==> src/rtl/io_pkg.sv <==
// Constants shared by io_arbiter and the io_filter benches.
package io_pkg;

  localparam int unsigned IO_PINS = 4;

  // Width of a port index covering pins 0..io_pins-1 plus the two extra ports.
  function automatic int unsigned port_bits_for(input int unsigned io_pins);
    return $clog2(io_pins + 2);
  endfunction

  localparam int unsigned PORT_BITS      = port_bits_for(IO_PINS);
  localparam int unsigned EXTRA_OUT_PORT = IO_PINS;
  localparam int unsigned EXTRA_IN_PORT  = IO_PINS + 1;

endpackage

==> src/rtl/io_arbiter_rr_picker.sv <==
// Combinational masked round-robin select: first eligible requester at or
// after ptr, wrapping to the lowest eligible requester below ptr.
module rr_picker #(
  parameter  int unsigned N     = 4,
  localparam int unsigned IDX_W = (N > 1) ? $clog2(N) : 1
) (
  input  logic [N-1:0]     eligible,
  input  logic [IDX_W-1:0] ptr,
  output logic [N-1:0]     grant,
  output logic [IDX_W-1:0] idx,
  output logic             grant_any
);

  logic [N-1:0] upper_mask;
  logic [N-1:0] masked;
  logic [N-1:0] cand;
  logic         found;

  // Prefer requesters at/above the pointer; fall back to the full vector.
  always_comb begin
    upper_mask = '0;
    for (int unsigned i = 0; i < N; i++) begin
      upper_mask[i] = (IDX_W'(i) >= ptr);
    end
    masked    = eligible & upper_mask;
    cand      = (|masked) ? masked : eligible;
    grant     = '0;
    idx       = '0;
    found     = 1'b0;
    for (int unsigned i = 0; i < N; i++) begin
      if (cand[i] && !found) begin
        grant[i] = 1'b1;
        idx      = IDX_W'(i);
        found    = 1'b1;
      end
    end
    grant_any = |eligible;
  end

endmodule

==> src/rtl/io_arbiter.sv <==
// Round-robin arbiter sharing the io_filter output ports between cores.
// Illegal-port messages are accepted, dropped and counted.
module io_arbiter #(
  parameter  int unsigned CORES      = 4,
  parameter  int unsigned IO_PINS    = 4,
  parameter  int unsigned DATA_WIDTH = 8,
  parameter  int unsigned GAP        = 2,
  parameter  int unsigned ERR_WIDTH  = 8,
  localparam int unsigned PORT_BITS  = io_pkg::port_bits_for(IO_PINS)
) (
  input  logic                             clk,
  input  logic                             rst_n,
  input  logic [CORES-1:0]                 req_valid,
  output logic [CORES-1:0]                 req_ready,
  input  logic [CORES*PORT_BITS-1:0]       req_port,
  input  logic [CORES*DATA_WIDTH-1:0]      req_data,
  input  logic [IO_PINS-1:0]               pin_dir,
  output logic [IO_PINS+1:0]               port_active_out,
  output logic [(IO_PINS+2)*DATA_WIDTH-1:0] port_data_out,
  output logic [ERR_WIDTH-1:0]             err_count,
  input  logic                             err_clear
);

  localparam int unsigned NPORTS = IO_PINS + 2;
  localparam int unsigned IDX_W  = (CORES > 1) ? $clog2(CORES) : 1;
  localparam int unsigned CNT_W  = (GAP > 0) ? $clog2(GAP + 1) : 1;

  logic [NPORTS-1:0][CNT_W-1:0] holdoff;
  logic [NPORTS-1:0]            port_busy;
  logic [CORES-1:0]             eligible;
  logic [CORES-1:0]             grant;
  logic [IDX_W-1:0]             ptr;
  logic [IDX_W-1:0]             win_idx;
  logic                         grant_any;
  logic                         transfer;
  logic [PORT_BITS-1:0]         win_port;
  logic [DATA_WIDTH-1:0]        win_data;
  logic                         win_legal;

  function automatic logic port_legal(input logic [PORT_BITS-1:0] p,
                                      input logic [IO_PINS-1:0]   dir);
    logic legal;
    legal = (p == PORT_BITS'(IO_PINS));
    for (int unsigned i = 0; i < IO_PINS; i++) begin
      if (p == PORT_BITS'(i)) legal = dir[i];
    end
    return legal;
  endfunction

  function automatic logic port_is_busy(input logic [PORT_BITS-1:0] p,
                                        input logic [NPORTS-1:0]    busy);
    logic b;
    b = 1'b0;
    for (int unsigned i = 0; i < NPORTS; i++) begin
      if (p == PORT_BITS'(i)) b = busy[i];
    end
    return b;
  endfunction

  // A core may compete if its port is idle; illegal ports never block.
  always_comb begin
    port_busy = '0;
    for (int unsigned i = 0; i < NPORTS; i++) begin
      port_busy[i] = (holdoff[i] != '0);
    end
    eligible = '0;
    for (int unsigned c = 0; c < CORES; c++) begin
      eligible[c] = req_valid[c] &&
        (!port_legal(req_port[c*PORT_BITS +: PORT_BITS], pin_dir) ||
         !port_is_busy(req_port[c*PORT_BITS +: PORT_BITS], port_busy));
    end
  end

  rr_picker #(.N(CORES)) u_picker (
    .eligible  (eligible),
    .ptr       (ptr),
    .grant     (grant),
    .idx       (win_idx),
    .grant_any (grant_any)
  );

  // Route the winner's message and decide whether it is issued or dropped.
  always_comb begin
    win_port = '0;
    win_data = '0;
    for (int unsigned c = 0; c < CORES; c++) begin
      if (grant[c]) begin
        win_port = req_port[c*PORT_BITS +: PORT_BITS];
        win_data = req_data[c*DATA_WIDTH +: DATA_WIDTH];
      end
    end
    win_legal = port_legal(win_port, pin_dir);
    transfer  = rst_n && grant_any;
    req_ready = rst_n ? grant : '0;
  end

  // Per-port holdoff: load GAP on issue, otherwise count down to zero.
  always_ff @(posedge clk) begin
    if (!rst_n) begin
      holdoff <= '0;
    end else begin
      for (int unsigned i = 0; i < NPORTS; i++) begin
        if (transfer && win_legal && (win_port == PORT_BITS'(i))) begin
          holdoff[i] <= CNT_W'(GAP);
        end else if (holdoff[i] != '0) begin
          holdoff[i] <= holdoff[i] - 1'b1;
        end
      end
    end
  end

  // One-cycle issue strobe and data lane for a legal transfer.
  always_ff @(posedge clk) begin
    if (!rst_n) begin
      port_active_out <= '0;
      port_data_out   <= '0;
    end else begin
      port_active_out <= '0;
      port_data_out   <= '0;
      for (int unsigned i = 0; i < NPORTS; i++) begin
        if (transfer && win_legal && (win_port == PORT_BITS'(i))) begin
          port_active_out[i]                        <= 1'b1;
          port_data_out[i*DATA_WIDTH +: DATA_WIDTH] <= win_data;
        end
      end
    end
  end

  // Round-robin pointer advances past the winner on any transfer.
  always_ff @(posedge clk) begin
    if (!rst_n) begin
      ptr <= '0;
    end else if (transfer) begin
      ptr <= (win_idx == IDX_W'(CORES - 1)) ? '0 : win_idx + 1'b1;
    end
  end

  // Saturating discard counter; clear wins over a coincident increment.
  always_ff @(posedge clk) begin
    if (!rst_n) begin
      err_count <= '0;
    end else if (err_clear) begin
      err_count <= '0;
    end else if (transfer && !win_legal && (err_count != '1)) begin
      err_count <= err_count + 1'b1;
    end
  end

endmodule

==> config.mk <==
export PLATFORM = sky130hd
export DESIGN_NAME = io_arbiter
export DESIGN_NICKNAME = d
export VERILOG_FILES = /design/src/rtl/io_pkg.sv /design/src/rtl/io_arbiter_rr_picker.sv /design/src/rtl/io_arbiter.sv
export SDC_FILE = /design/constraint.sdc
export NUM_CORES = 1
export LEC_CHECK = 0
export BUFFER_PORTS_ARGS = -buffer_cell sky130_fd_sc_hd__buf_2
export CAP_MARGIN = 5
export CORE_MARGIN = 5
export CORE_UTILIZATION = 40
export CTS_CLUSTER_SIZE = 28
export DETAILED_ROUTE_END_ITERATION = 6
export GPL_ROUTABILITY_DRIVEN = 0
export GPL_TIMING_DRIVEN = 0
export PLACE_DENSITY_LB_ADDON = 0.2
export SLEW_MARGIN = 40
export SYNTH_ARGS = -nofsm -noshare
export SYNTH_HDL_FRONTEND = slang
export SYNTH_HIERARCHICAL = 1
export SYNTH_SLANG_ARGS = --single-unit
==> constraint.sdc <==
create_clock -name clk -period 4.6 [get_ports clk]
set_input_delay 0.46 -clock clk [delete_from_list [all_inputs] [get_ports clk]]
set_output_delay 0.46 -clock clk [all_outputs]
set_load 0.1 [all_outputs]
==> run_results.csv <==
group,metric,value,unit
global_route,antenna_found_initial,0,
timing,worst_pin_slew,0.590,ns
clock_network,cts_sinks,74,
synth,syn_avg_cell_area,8.73,um^2
timing,slew_headroom,0.607,
floorplanning,initial_core_util,0.409,
global_route,grt_overflow,0,
power_and_ir_drop,power.leakage,1.91,nW
synth,netlist_area,3140,um^2
clock_network,clock_latency,0.33,ns
synth,synth_area_leaders,"dfxtp_1, nor2_1, a21oi_1",
timing,fmax,0.239,GHz
timing,fin_worst_skew,0.0105,ns
finish,syn2layout_area_growth,30.3,%
synth,synth.distinct_cells,50,
finish,drive_above_1_share,0.308,
global_route,track_usage,0.177,
run_status,status,"finished clean",
power_and_ir_drop,ir_drop,0.000147,V
timing,rsz0062_at_grt,"false",
timing,setup_viol,0,
detailed_routing,route.vias.total,3044,
global_route,grt_pass1_wl,13900,um
placed_design,dp_hpwl,6590,um
detailed_routing,route.detailed.drc,0,
worst_setup_path,critical_path_arrival,3.73,ns
global_route,grt_max_degree,13,
floorplanning,core,7690,um^2
detailed_routing,avgViaCountPerCell,5.06,
synth,synth_seq_cells,74,
global_route,grt_pass1_vias,2800,
run,maxCapViolCount,0,
power_and_ir_drop,p_per_area,443,nW/um^2
timing,post-route-period-util,0.911,
synth,synth-main-ff-cell,"dfxtp_1",
finish,n_fill_cell,765,
floorplanning,die_w,98.7,um
clock_network,clock_path_buffers,2,
placed_design,io_buffer_count,118,
worst_setup_path,crit_required,4.14,ns
clock_network,tritoncts.num_buffers,9,
timing,final_max_slew_viol_count,0,
worst_setup_path,end_kind,"primary output",
detailed_routing,wirelength,8740,um
worst_setup_path,critPathMaxFanout,10,
clock_network,cts_max_level,3,
timing,tns,0,ns
clock_network,cts.reportedPaths.clkPinSlew,0.08,ns
worst_setup_path,critPathKind,"reg2out",
worst_hold_path,min_path_type,"in2reg",
synth,synth_edf_count,0,
clock_network,cts_tree,"done",
timing,finalHoldViolCount,0,
floorplanning,row_count,32,
synth,synth_top_area_frac,0.471,
synth,async_reset_ff_frac,0,
synth,yosys.area.top_type,"dfxtp_1",
clock_network,cts_root_buf,"clkbuf_8",
detailed_routing,drtIter0Drc,120,
placed_design,post-place-cells,588,
detailed_routing,firstDrtPassIters,4,
synth,seq_area_frac_synth,0.471,
floorplanning,boundaryPins,121,
detailed_routing,drt-wirelength-per-cell,14.5,um
finish,final_cells,602,
floorplanning,die_y,98.7,um
synth,yosysWarnings,6,
floorplanning,dieArea,9730,um^2
timing,final.min_clock_period,4.19,ns
synth,syn_inst,360,
detailed_routing,ant_nets,0,
clock_network,cts_setup_buffers,0,
worst_setup_path,critPathLaunchType,"flip-flop",
finish,insertedDiodeCount,0,
finish,finalNetCount,554,
## layout by cell type (no fill, tap or decap), types with 5 or more instances in the layout
cell type,Yosys,routed
dfxtp_1,74,74
a21oi_1,31,31
nor2b_1,17,17
nor2_1,63,63
inv_1,7,7
conb_1,1,9
nand4_1,6,6
nand2_1,10,10
nor3_1,20,20
or3_1,5,5
clkbuf_8,0,9
clkbuf_1,8,7
a21boi_0,6,6
o21ai_0,10,10
mux2i_1,7,7
a211oi_1,11,11
nand3_1,6,6
a221oi_1,8,8
buf_2,7,125
nand2b_1,5,5
## state kept, by name (all words and copies together) (netlist names)
signal,count
port_active_out,6
holdoff,10
ptr,2
port_data_out,48
err_count,8
## worst max-delay path, stage by stage (launching register included)
cell and delay (ns):
dfxtp_1 0.32, nor2_1 0.32, nor3b_1 0.09, or4_1 0.53
a21boi_0 0.24, buf_6 0.17, a21boi_0 0.45, buf_2 0.31
buf_1 0.37, and2_1 0.19, buf_2 0.42
## where the power goes
group	internal, mW	switching, mW	leakage [nW]
Combinational	0.158	0.446	1.20
Clock	0.299	0.221	0.101
Sequential	0.674	0.0180	0.601
## path summary, 6_finish.rpt
| kind | from | end | cells after the start | slack, ns |
|---|---|---|---|---|
| max | holdoff[9]$_SDFFE_PN0P_ | req_ready[2] | 10 | 0.41 |
| min | err_clear | err_count[1]$_SDFFE_PP0P_ | 4 | 0.42 |
| max reg2reg | holdoff[9]$_SDFFE_PN0P_ | holdoff[3]$_SDFFE_PN0P_ | 15 | 0.49 |
| min reg2reg | holdoff[9]$_SDFFE_PN0P_ | holdoff[8]$_SDFFE_PP0N_ | 2 | 0.45 |
## per-stage QoR
stage | utilization | hold WS, ns | total power [mW] | area (um^2) | setup WS, ns
global placement | 0.506 | 0.436 | 1.31 | 3890 | 0.403
floorplan | - | 0.421 | 1.18 | 3170 | 1.00
global route | 0.533 | 0.403 | 1.91 | 4100 | 0.0286
detailed placement | 0.506 | 0.448 | 1.31 | 3890 | 0.409
finish | 0.533 | 0.421 | 1.82 | 4100 | 0.411
CTS | 0.533 | 0.394 | 1.83 | 4100 | 0.341
## cell families (layout without fill, tap and decap cells)
kind of cell               after synthesis  after routing  synth area share
AOI/OAI and AO/OA                       90             90             0.193
muxes                                    7              7            0.0223
other                                    1              9           0.00119
buffers and inverters                   30            162            0.0497
and+or+nand+nor                        156            156             0.254
adders and majority gates                2              2           0.00796
DFF                                     74             74             0.471
## layer usage
layer  up-vias  wire length, um  track usage
met3         6              721       0.0502
met1      1385             3920        0.224
li1       1544                -            -
met2       109             4020        0.297
met5         -                0            0
met4         0               82       0.0452
## timing repair
action / in CTS / in global routing
setup endpoints to repair: 0 / 1
gates resized for setup: 0 / 1
hold buffers: 0 / 0
hold endpoints to repair: 0 / 0
## area by class of cell
type                    instances  area, um^2  share of cell area
clock buffers                   9         124              0.0302
clock inverters                 5        81.3              0.0198
well taps                     102         128              0.0311
plain buffers                  22         126              0.0308
multi-input cells             264        1540               0.375
flip-flops and latches         74        1480               0.362
inverters                       8        30.0             0.00733
repair buffers                118         591               0.144
## synthesized netlist by cell type, drive strengths merged (2+ instances only)
| master | count |
|---|---|
| o211ai | 3 |
| nor3 | 20 |
| inv | 8 |
| nand4 | 6 |
| a211o | 2 |
| nand2b | 5 |
| nor2b | 17 |
| or4 | 3 |
| ha | 2 |
| a211oi | 12 |
| and2 | 4 |
| nor2 | 63 |
| nand3 | 6 |
| a221oi | 8 |
| buf | 13 |
| mux2i | 7 |
| o221a | 2 |
| clkbuf | 9 |
| a21oi | 32 |
| o21a | 3 |
| o21ai | 11 |
| nand3b | 3 |
| or3 | 5 |
| o31ai | 3 |
| a21boi | 8 |
| and4b | 4 |
| nor3b | 4 |
| dfxtp | 74 |
| nand2 | 10 |
No activity file was read; power rests on OpenSTA's default activity.
